$ cat src/rtl/ras_ckpt.sv
// ras_ckpt -- return-address stack with a single pointer/count checkpoint.
//
// A circular buffer of DEPTH return addresses. Calls push, returns pop, and a
// push into a full stack silently evicts the oldest entry. A checkpoint of the
// top pointer and entry count can be saved and later restored so that
// speculative call/return activity can be rolled back. Entry contents are not
// checkpointed, only the pointer and count.
//
// Ports
//   clk_i          clock, all state updates on the rising edge
//   rst_ni         synchronous active-low reset
//   flush_i        empty the stack and clear the checkpoint
//   push_i         push data_i (call)
//   pop_i          pop the top entry (return)
//   data_i         return address to push
//   ckpt_save_i    snapshot top pointer and count
//   ckpt_restore_i reload top pointer and count from the snapshot
//   data_o         top-of-stack address, zero when empty
//   valid_o        stack non-empty
//   count_o        number of valid entries, 0..DEPTH
//   overflow_o     one-cycle pulse: a push evicted the oldest entry
//   underflow_o    one-cycle pulse: a pop was issued on an empty stack

module ras_ckpt #(
    parameter int XLEN  = 32,
    parameter int DEPTH = 2
) (
    input  logic                     clk_i,
    input  logic                     rst_ni,
    input  logic                     flush_i,
    input  logic                     push_i,
    input  logic                     pop_i,
    input  logic [XLEN-1:0]          data_i,
    input  logic                     ckpt_save_i,
    input  logic                     ckpt_restore_i,
    output logic [XLEN-1:0]          data_o,
    output logic                     valid_o,
    output logic [$clog2(DEPTH):0]   count_o,
    output logic                     overflow_o,
    output logic                     underflow_o
);

    localparam int PW = $clog2(DEPTH);
    localparam int CW = PW + 1;
    localparam logic [CW-1:0] CNT_FULL = CW'(DEPTH);

    logic [XLEN-1:0] mem [DEPTH];
    logic [PW-1:0]   tp;
    logic [PW-1:0]   saved_tp;
    logic [CW-1:0]   cnt;
    logic [CW-1:0]   saved_cnt;
    logic            overflow;
    logic            underflow;

    logic [PW-1:0]   tp_inc;
    logic [PW-1:0]   tp_dec;

    // Pointer arithmetic wraps naturally because DEPTH is a power of two.
    assign tp_inc = tp + PW'(1);
    assign tp_dec = tp - PW'(1);

    always_ff @(posedge clk_i) begin
        if (!rst_ni) begin
            tp        <= '0;
            cnt       <= '0;
            saved_tp  <= '0;
            saved_cnt <= '0;
            overflow  <= 1'b0;
            underflow <= 1'b0;
            for (int i = 0; i < DEPTH; i++) begin
                mem[i] <= '0;
            end
        end else if (flush_i) begin
            // Entries are left in place; only the bookkeeping is cleared.
            tp        <= '0;
            cnt       <= '0;
            saved_tp  <= '0;
            saved_cnt <= '0;
            overflow  <= 1'b0;
            underflow <= 1'b0;
        end else if (ckpt_restore_i) begin
            // A save in the same cycle is dropped, as are push/pop.
            tp        <= saved_tp;
            cnt       <= saved_cnt;
            overflow  <= 1'b0;
            underflow <= 1'b0;
        end else begin
            overflow  <= 1'b0;
            underflow <= 1'b0;

            // Snapshot uses the pre-edge values even when a push/pop
            // happens in the same cycle.
            if (ckpt_save_i) begin
                saved_tp  <= tp;
                saved_cnt <= cnt;
            end

            if (push_i && pop_i) begin
                // Return immediately followed by a call: replace the top.
                mem[tp] <= data_i;
                if (cnt == '0) begin
                    cnt <= CW'(1);
                end
            end else if (push_i) begin
                tp          <= tp_inc;
                mem[tp_inc] <= data_i;
                if (cnt == CNT_FULL) begin
                    // tp+1 is the oldest slot when full, so it is overwritten.
                    overflow <= 1'b1;
                end else begin
                    cnt <= cnt + CW'(1);
                end
            end else if (pop_i) begin
                if (cnt == '0) begin
                    underflow <= 1'b1;
                end else begin
                    tp  <= tp_dec;
                    cnt <= cnt - CW'(1);
                end
            end
        end
    end

    assign data_o      = (cnt != '0) ? mem[tp] : '0;
    assign valid_o     = (cnt != '0);
    assign count_o     = cnt;
    assign overflow_o  = overflow;
    assign underflow_o = underflow;

endmodule
$ cat config.mk
export PLATFORM = sky130hd
export DESIGN_NAME = ras_ckpt
export DESIGN_NICKNAME = d
export VERILOG_FILES = /design/src/rtl/ras_ckpt.sv
export SDC_FILE = /design/constraint.sdc
export NUM_CORES = 1
export LEC_CHECK = 0
export CAP_MARGIN = 25
export CORE_ASPECT_RATIO = 0.9
export CORE_MARGIN = 3
export CORE_UTILIZATION = 42
export CTS_BUF_LIST = sky130_fd_sc_hd__clkbuf_2 sky130_fd_sc_hd__clkbuf_4 sky130_fd_sc_hd__clkbuf_8
export CTS_CLUSTER_DIAMETER = 50
export DETAILED_ROUTE_END_ITERATION = 8
export PLACE_DENSITY = 0.68
export RECOVER_POWER = 100
export SLEW_MARGIN = 20
export SYNTH_ARGS = -nofsm -noshare
export SYNTH_HDL_FRONTEND = slang
export SYNTH_SLANG_ARGS = --single-unit
$ cat constraint.sdc
create_clock -name clk_i -period 2.8 [get_ports clk_i]
set_clock_uncertainty 0.15 [all_clocks]
set_input_delay 0.28 -clock clk_i [delete_from_list [all_inputs] [get_ports clk_i]]
set_output_delay 0.28 -clock clk_i [all_outputs]
set_load 0.02 [all_outputs]
== After elaboration in Yosys (flattened, before gate mapping) ==
Memories as Yosys holds them, arrays and structs flattened. A register that Yosys moved wholly into a read port is not among the register bits.
Index checks and enable logic that the tools add are counted.
Widths: inputs -> output; s select.
Storage, ports and cells
  memory bits (writable): 64
  memories: 1
  flip-flop bits (word level): 8
  output and inout bits: 37
  word-level logic and storage cells: 69
Operators by class
  $add $sub $neg: 4
  bitwise operators: 4
  reduce and logical (&&, ||, !) cells: 13
  muxes and demuxes: 35
  eq/ne operators: 6
Memories
  mem: depth 2, width 32, rd ports 1, clocked after Yosys merged registers in 1, write ports 2, line 47  | logic [XLEN-1:0] mem [DEPTH];
Operators with widths (count)
  $mux 32: 3
  $reduce_or 32->1: 2
  $mux 1: 25
  $mux 2: 7
  $ne 4x4->1 const B: 2
  $reduce_or 6->1: 1
  $reduce_or 5->1: 1
  $not 1->1: 4
  $reduce_and 4->1: 1
  $reduce_bool 4->1: 1
  $ne 3x2->1 const B: 1
  $ne 3x3->1 const B: 1
  $reduce_and 3->1: 1
  $reduce_bool 3->1: 1
  $add 2x1->2 const B: 1
  $eq 2x2->1 const B: 1
  $logic_not 2->1: 1
  $ne 2x2->1 const B: 1
  $reduce_and 2->1: 1
  $reduce_bool 2->1: 1
  $reduce_or 2->1: 1
  $sub 2x1->2 const B: 1
  $add 1x1->1 const B: 1
  $logic_and 1x1->1: 1
  $sub 1x1->1 const B: 1

== Longest topological paths before layout ==
  depth after elaboration: 9
  depth in mapped cells: 6
  depth with buffers taken out: 5

== Worst setup path before layout ==
OpenSTA, ideal clock, no wires.
  path kind: input-to-reg
  start point: input flush_i
  end point: memory mem[1][0] (enable)
  cell stages on the path: 4
  setup slack: -0.213 ns
  buffers on the path: 1
  arrival: 2.438 ns
  data required time: 2.225 ns
  path through: nand2b_1 > buf_6 > or3b_4 > o21ai_1
RTL lines
  start: declaration: line 30  | input logic flush_i,
  end: declaration: line 47

== Final worst setup path ==
  start point: register cnt[1] (netlist: count_o[1])
  end point: output data_o[0]
On the way
  word-level cells in the longest chain between the ends: 2
RTL lines
  start: declaration: line 50  | logic [CW-1:0] cnt;
  start signal: assignment: line 84  | cnt <= saved_cnt;
  start signal: assignment: line 111  | cnt <= cnt + CW'(1);
  start signal: assignment: line 118  | cnt <= cnt - CW'(1);
  $reduce_bool 2->1: line 124  | assign data_o = (cnt != '0) ? mem[tp] : '0;
  $mux 32: line 124
  end: declaration: line 36  | output logic [XLEN-1:0] data_o,
No other way between the ends.

==> flow_results.org <==
** Clocking
- Hold repair after CTS inserted 0 buffers.
- After clock tree synthesis, the repair step resized 0 gates.
- In this run the number of H-tree levels came out at 3.
- TritonCTS clock tree :: yes
- TritonCTS created 9 clock buffers.
- Clock tree synthesis selected as its root buffer the cell sky130_fd_sc_hd__clkbuf_8.
- For this design, the sink count on the clock tree is 73.
- Clock latency on the worst-skew pair :: 0.34 ns
- The longest clock path from root to sink contains 2 buffers.
- Reg clk slew, reported paths :: 0.08 ns
- Post-CTS setup buffer count :: 0

** Finish
- The repair_antennas step left the layout with diodes totalling 0.
- From synthesis to final layout, the design area changed by 31.1%.
- Cells with a size suffix above 1 make up 7.54% of the layout.
- For this run, the post-layout net count is about 380.

** Run
- The tool flagged a number of max-cap violations equal to 0.

** Yosys
- Of the synthesized area, sequential elements account for 63.2%.
- Averaged over all synthesized cells, the footprint is 13.0 um^2.
- The synthesized netlist occupies a cell area of approximately 3300 um^2.
- The share of synthesized area in the top cell type comes to 57.7%.
- YS warnings :: 0
- Cell type contributing the most total cell area after synthesis :: sky130_fd_sc_hd__edfxtp_1
- Distinct cells, synth :: 31
- Number of register bits inferred by synthesis :: 73
- Post-Synthesis Net Count :: 295
- Synth area leaders :: sky130_fd_sc_hd__edfxtp_1, sky130_fd_sc_hd__and2_1, sky130_fd_sc_hd__mux2i_1
- Counting every instance in the synthesized netlist gives 256.

** Global routing
- Entering global routing, the biggest net connects 35 pins.
- Wire length of the first global-routing pass :: roughly 10,000 um
- Remaining global-route overflow :: 0
- The via count of the first global-routing pass was roughly 2.2k.
- Antenna violations before repair :: 0
- Total GRT Usage :: roughly 15%

** Timing
- Worst-margin pin slew :: 0.775 ns
- The total count of hold-check failures in the final report was 0.
- For this run, the top clock speed supported by timing is roughly 380 MHz.
- The worst path uses 93.0% of the clock period.
- Headroom to the max-slew limit came out at 48.2%.
- Setup repair after global routing missed its margin :: false
- Worst path setup slack after routing :: 0.196 ns
- Shortest clock period the worst path allows after layout :: 2.60 ns
- The number of pins exceeding their max-slew limit in the final report is 0.
- Setup violations remaining at the end of the flow were counted as 0.

** Placed design
- Pre-CTS WS :: ~0.53 ns
- Port-buffer cells :: 75
- Routability-driven placement finished with a final weighted congestion of 0.711.
- Estimated wirelength of the detail-placed design :: 4350 um

** Power
- Pleak :: ~1.5 nW
- Across the VDD grid, the largest voltage drop is between 0.0002 and 0.0003 V.
- Dividing total power by cell area gives a power density of approximately 500 nW/um^2.
- Power comes to 0.00222 W.

** Worst setup path
- Worst-path fanout max :: 34
- The largest individual stage delay along the critical path comes from the cell sky130_fd_sc_hd__dlygate4sd3_1.
- Setup crit end kind :: output port
- Critical Path Start Type :: flip-flop
- The worst register-to-register path has a depth of 5.
- In this run the worst setup path begins at count_o[1].
- Required time at the worst-slack endpoint :: around 2.4 ns
- Worst reg2reg setup slack :: 0.66 ns
- Worst path max stage delay :: ~0.7 ns
- The most critical setup path has its endpoint at data_o[0].
- The setup path with the least slack is of type reg -> out.
- The startpoint identified for the worst register-to-register timing path is count_o[1].
- Data arrives at the worst endpoint at between 2 and 2.5 ns.
- The critical path goes through nor2_4 -> nor2_1 -> dlygate4sd3_1.

** Hold path
- Along the worst hold path, the cell count comes to 2.
- Worst min path class :: reg -> reg

** Route
- Number of routed nets with antenna violations :: 0
- The routed layout has 2,111 vias.
- Number of detailed-route iterations in the first pass :: 4
- For this block, the routed nets add up to about 6300 um of wire.
- After the first detailed-routing iteration, the DRC count stood at 63.
- Detail-routed net length per standard cell :: approximately 14 um
- Using the TritonRoute via totals, the vias-per-cell ratio works out to 4.79.
- For this run, design rule violations remaining after detail routing come to 0.

** Floorplan
- Starting Density :: 43.7%
- The floorplan has 30 rows.
- The die is ~90 um tall.
- The region available for standard cell placement spans 7620 um^2.
- Die W :: around 100 um
- Overall die area :: between 9000 and 10,000 um^2
- I/O Pins :: 76

** Outcome
- Run status :: complete, no violations
-- synthesized netlist by cell type --
cell and count:
sky130_fd_sc_hd__nand2_1 1, sky130_fd_sc_hd__buf_4 1, sky130_fd_sc_hd__o211ai_1 1, sky130_fd_sc_hd__clkbuf_1 2, sky130_fd_sc_hd__and3_1 1, sky130_fd_sc_hd__buf_2 3, sky130_fd_sc_hd__nand3_1 1, sky130_fd_sc_hd__xor2_1 1
sky130_fd_sc_hd__nor2b_1 3, sky130_fd_sc_hd__xnor2_1 1, sky130_fd_sc_hd__edfxtp_1 64, sky130_fd_sc_hd__nor2_4 3, sky130_fd_sc_hd__inv_1 1, sky130_fd_sc_hd__nor2_1 38, sky130_fd_sc_hd__buf_1 3, sky130_fd_sc_hd__a22oi_1 1
sky130_fd_sc_hd__or3b_4 1, sky130_fd_sc_hd__o22ai_1 1, sky130_fd_sc_hd__inv_2 1, sky130_fd_sc_hd__and4b_1 1, sky130_fd_sc_hd__nand2b_1 2, sky130_fd_sc_hd__o21ai_1 2, sky130_fd_sc_hd__and2_1 64, sky130_fd_sc_hd__nor4b_1 1
sky130_fd_sc_hd__dfxtp_1 9, sky130_fd_sc_hd__a2111oi_0 1, sky130_fd_sc_hd__or3_1 1, sky130_fd_sc_hd__a21oi_1 3, sky130_fd_sc_hd__buf_6 7, sky130_fd_sc_hd__mux2i_1 36, sky130_fd_sc_hd__a31oi_1 1
-- where the power goes --
part / switching, W / total, W / leakage [nW] / internal (W)
sequential: 0.0000146 / 0.00124 / 0.725 / 0.00123
clock: 0.000387 / 0.000798 / 0.0994 / 0.000411
combinational: 0.0000883 / 0.000180 / 0.683 / 0.0000914
-- area by class of cell --
class	instances	area (um^2)
sequential	73	2100
timing repair buffer	89	832
fill	670	3260
inverter	2	7.51
multi-input combinational	165	1110
tap	96	120
clock buffer	9	124
clock inverter	7	70.1
-- layer usage --
metal  wire (um)  vias to the layer above  track usage (%)  share of wire (%)
li1            -                     1057                -                  -
met5           0                        -                0                  0
met4          61                        0             3.53               0.97
met1        2750                      991             18.9                 44
met2        3080                       58             24.4                 49
met3         403                        5             5.79                6.4
-- cells by family (layout without fill, tap and decap cells) --
| group | after synthesis | in the layout | synth area share (%) |
|---|---|---|---|
| mux | 36 | 36 | 10.8 |
| compound gates | 10 | 10 | 1.84 |
| flops | 73 | 73 | 63.2 |
| xor+xnor | 2 | 2 | 0.526 |
| simple gates | 117 | 117 | 19.8 |
| buf+inv | 18 | 107 | 3.83 |
-- through the flow --
step	cells	util, %	area [um^2]	hold slack (ns)	setup TNS [ns]
finish	441	57.3	4360	0.327	0
global route	441	57.3	4360	0.347	0
CTS	441	58.1	4430	0.331	0
detailed placement	425	55.6	4230	0.310	0
global placement	425	55.6	4230	0.324	0
floorplan	256	-	3330	0.296	-13.62
-- placed cells by master, fill, tap and decap left out, types with 3 or more instances in the layout --
cell / n
sky130_fd_sc_hd__dfxtp_1: 8
sky130_fd_sc_hd__mux2i_1: 36
sky130_fd_sc_hd__and2_1: 22
sky130_fd_sc_hd__dlygate4sd3_1: 11
sky130_fd_sc_hd__clkbuf_1: 9
sky130_fd_sc_hd__clkdlybuf4s50_1: 64
sky130_fd_sc_hd__and2_0: 42
sky130_fd_sc_hd__nor2_1: 38
sky130_fd_sc_hd__clkbuf_8: 9
sky130_fd_sc_hd__clkinv_2: 3
sky130_fd_sc_hd__edfxtp_1: 64
sky130_fd_sc_hd__nor2_4: 3
sky130_fd_sc_hd__buf_4: 3
sky130_fd_sc_hd__nor2b_1: 3
sky130_fd_sc_hd__a21oi_1: 3
-- flip-flops by register name (all words and copies together) (netlist names), named ones only --
| name | flops |
|---|---|
| underflow_o | 1 |
| saved_tp | 1 |
| tp | 1 |
| count_o | 2 |
| overflow_o | 1 |
| saved_cnt | 2 |
| mem | 64 |
-- worst max-delay path, delay by kind of cell, from the launching register on --
| family | cells | cell delay, ns |
|---|---|---|
| AND/OR/NAND/NOR | 2 | 0.75 |
| flip-flops | 1 | 0.40 |
| buffers and inverters | 1 | 0.68 |
-- worst min path at each step --
stage / startpoint / endpoint
after CTS: saved_cnt[1] / count_o[1]
after global routing: saved_cnt[1] / count_o[1]
after detailed placement: saved_cnt[1] / count_o[1]
after global placement: saved_cnt[1] / count_o[1]
after floorplan: saved_cnt[1] / count_o[1]
final: saved_cnt[1] / count_o[1]
Note: power is estimated with default switching activity, not from simulation.
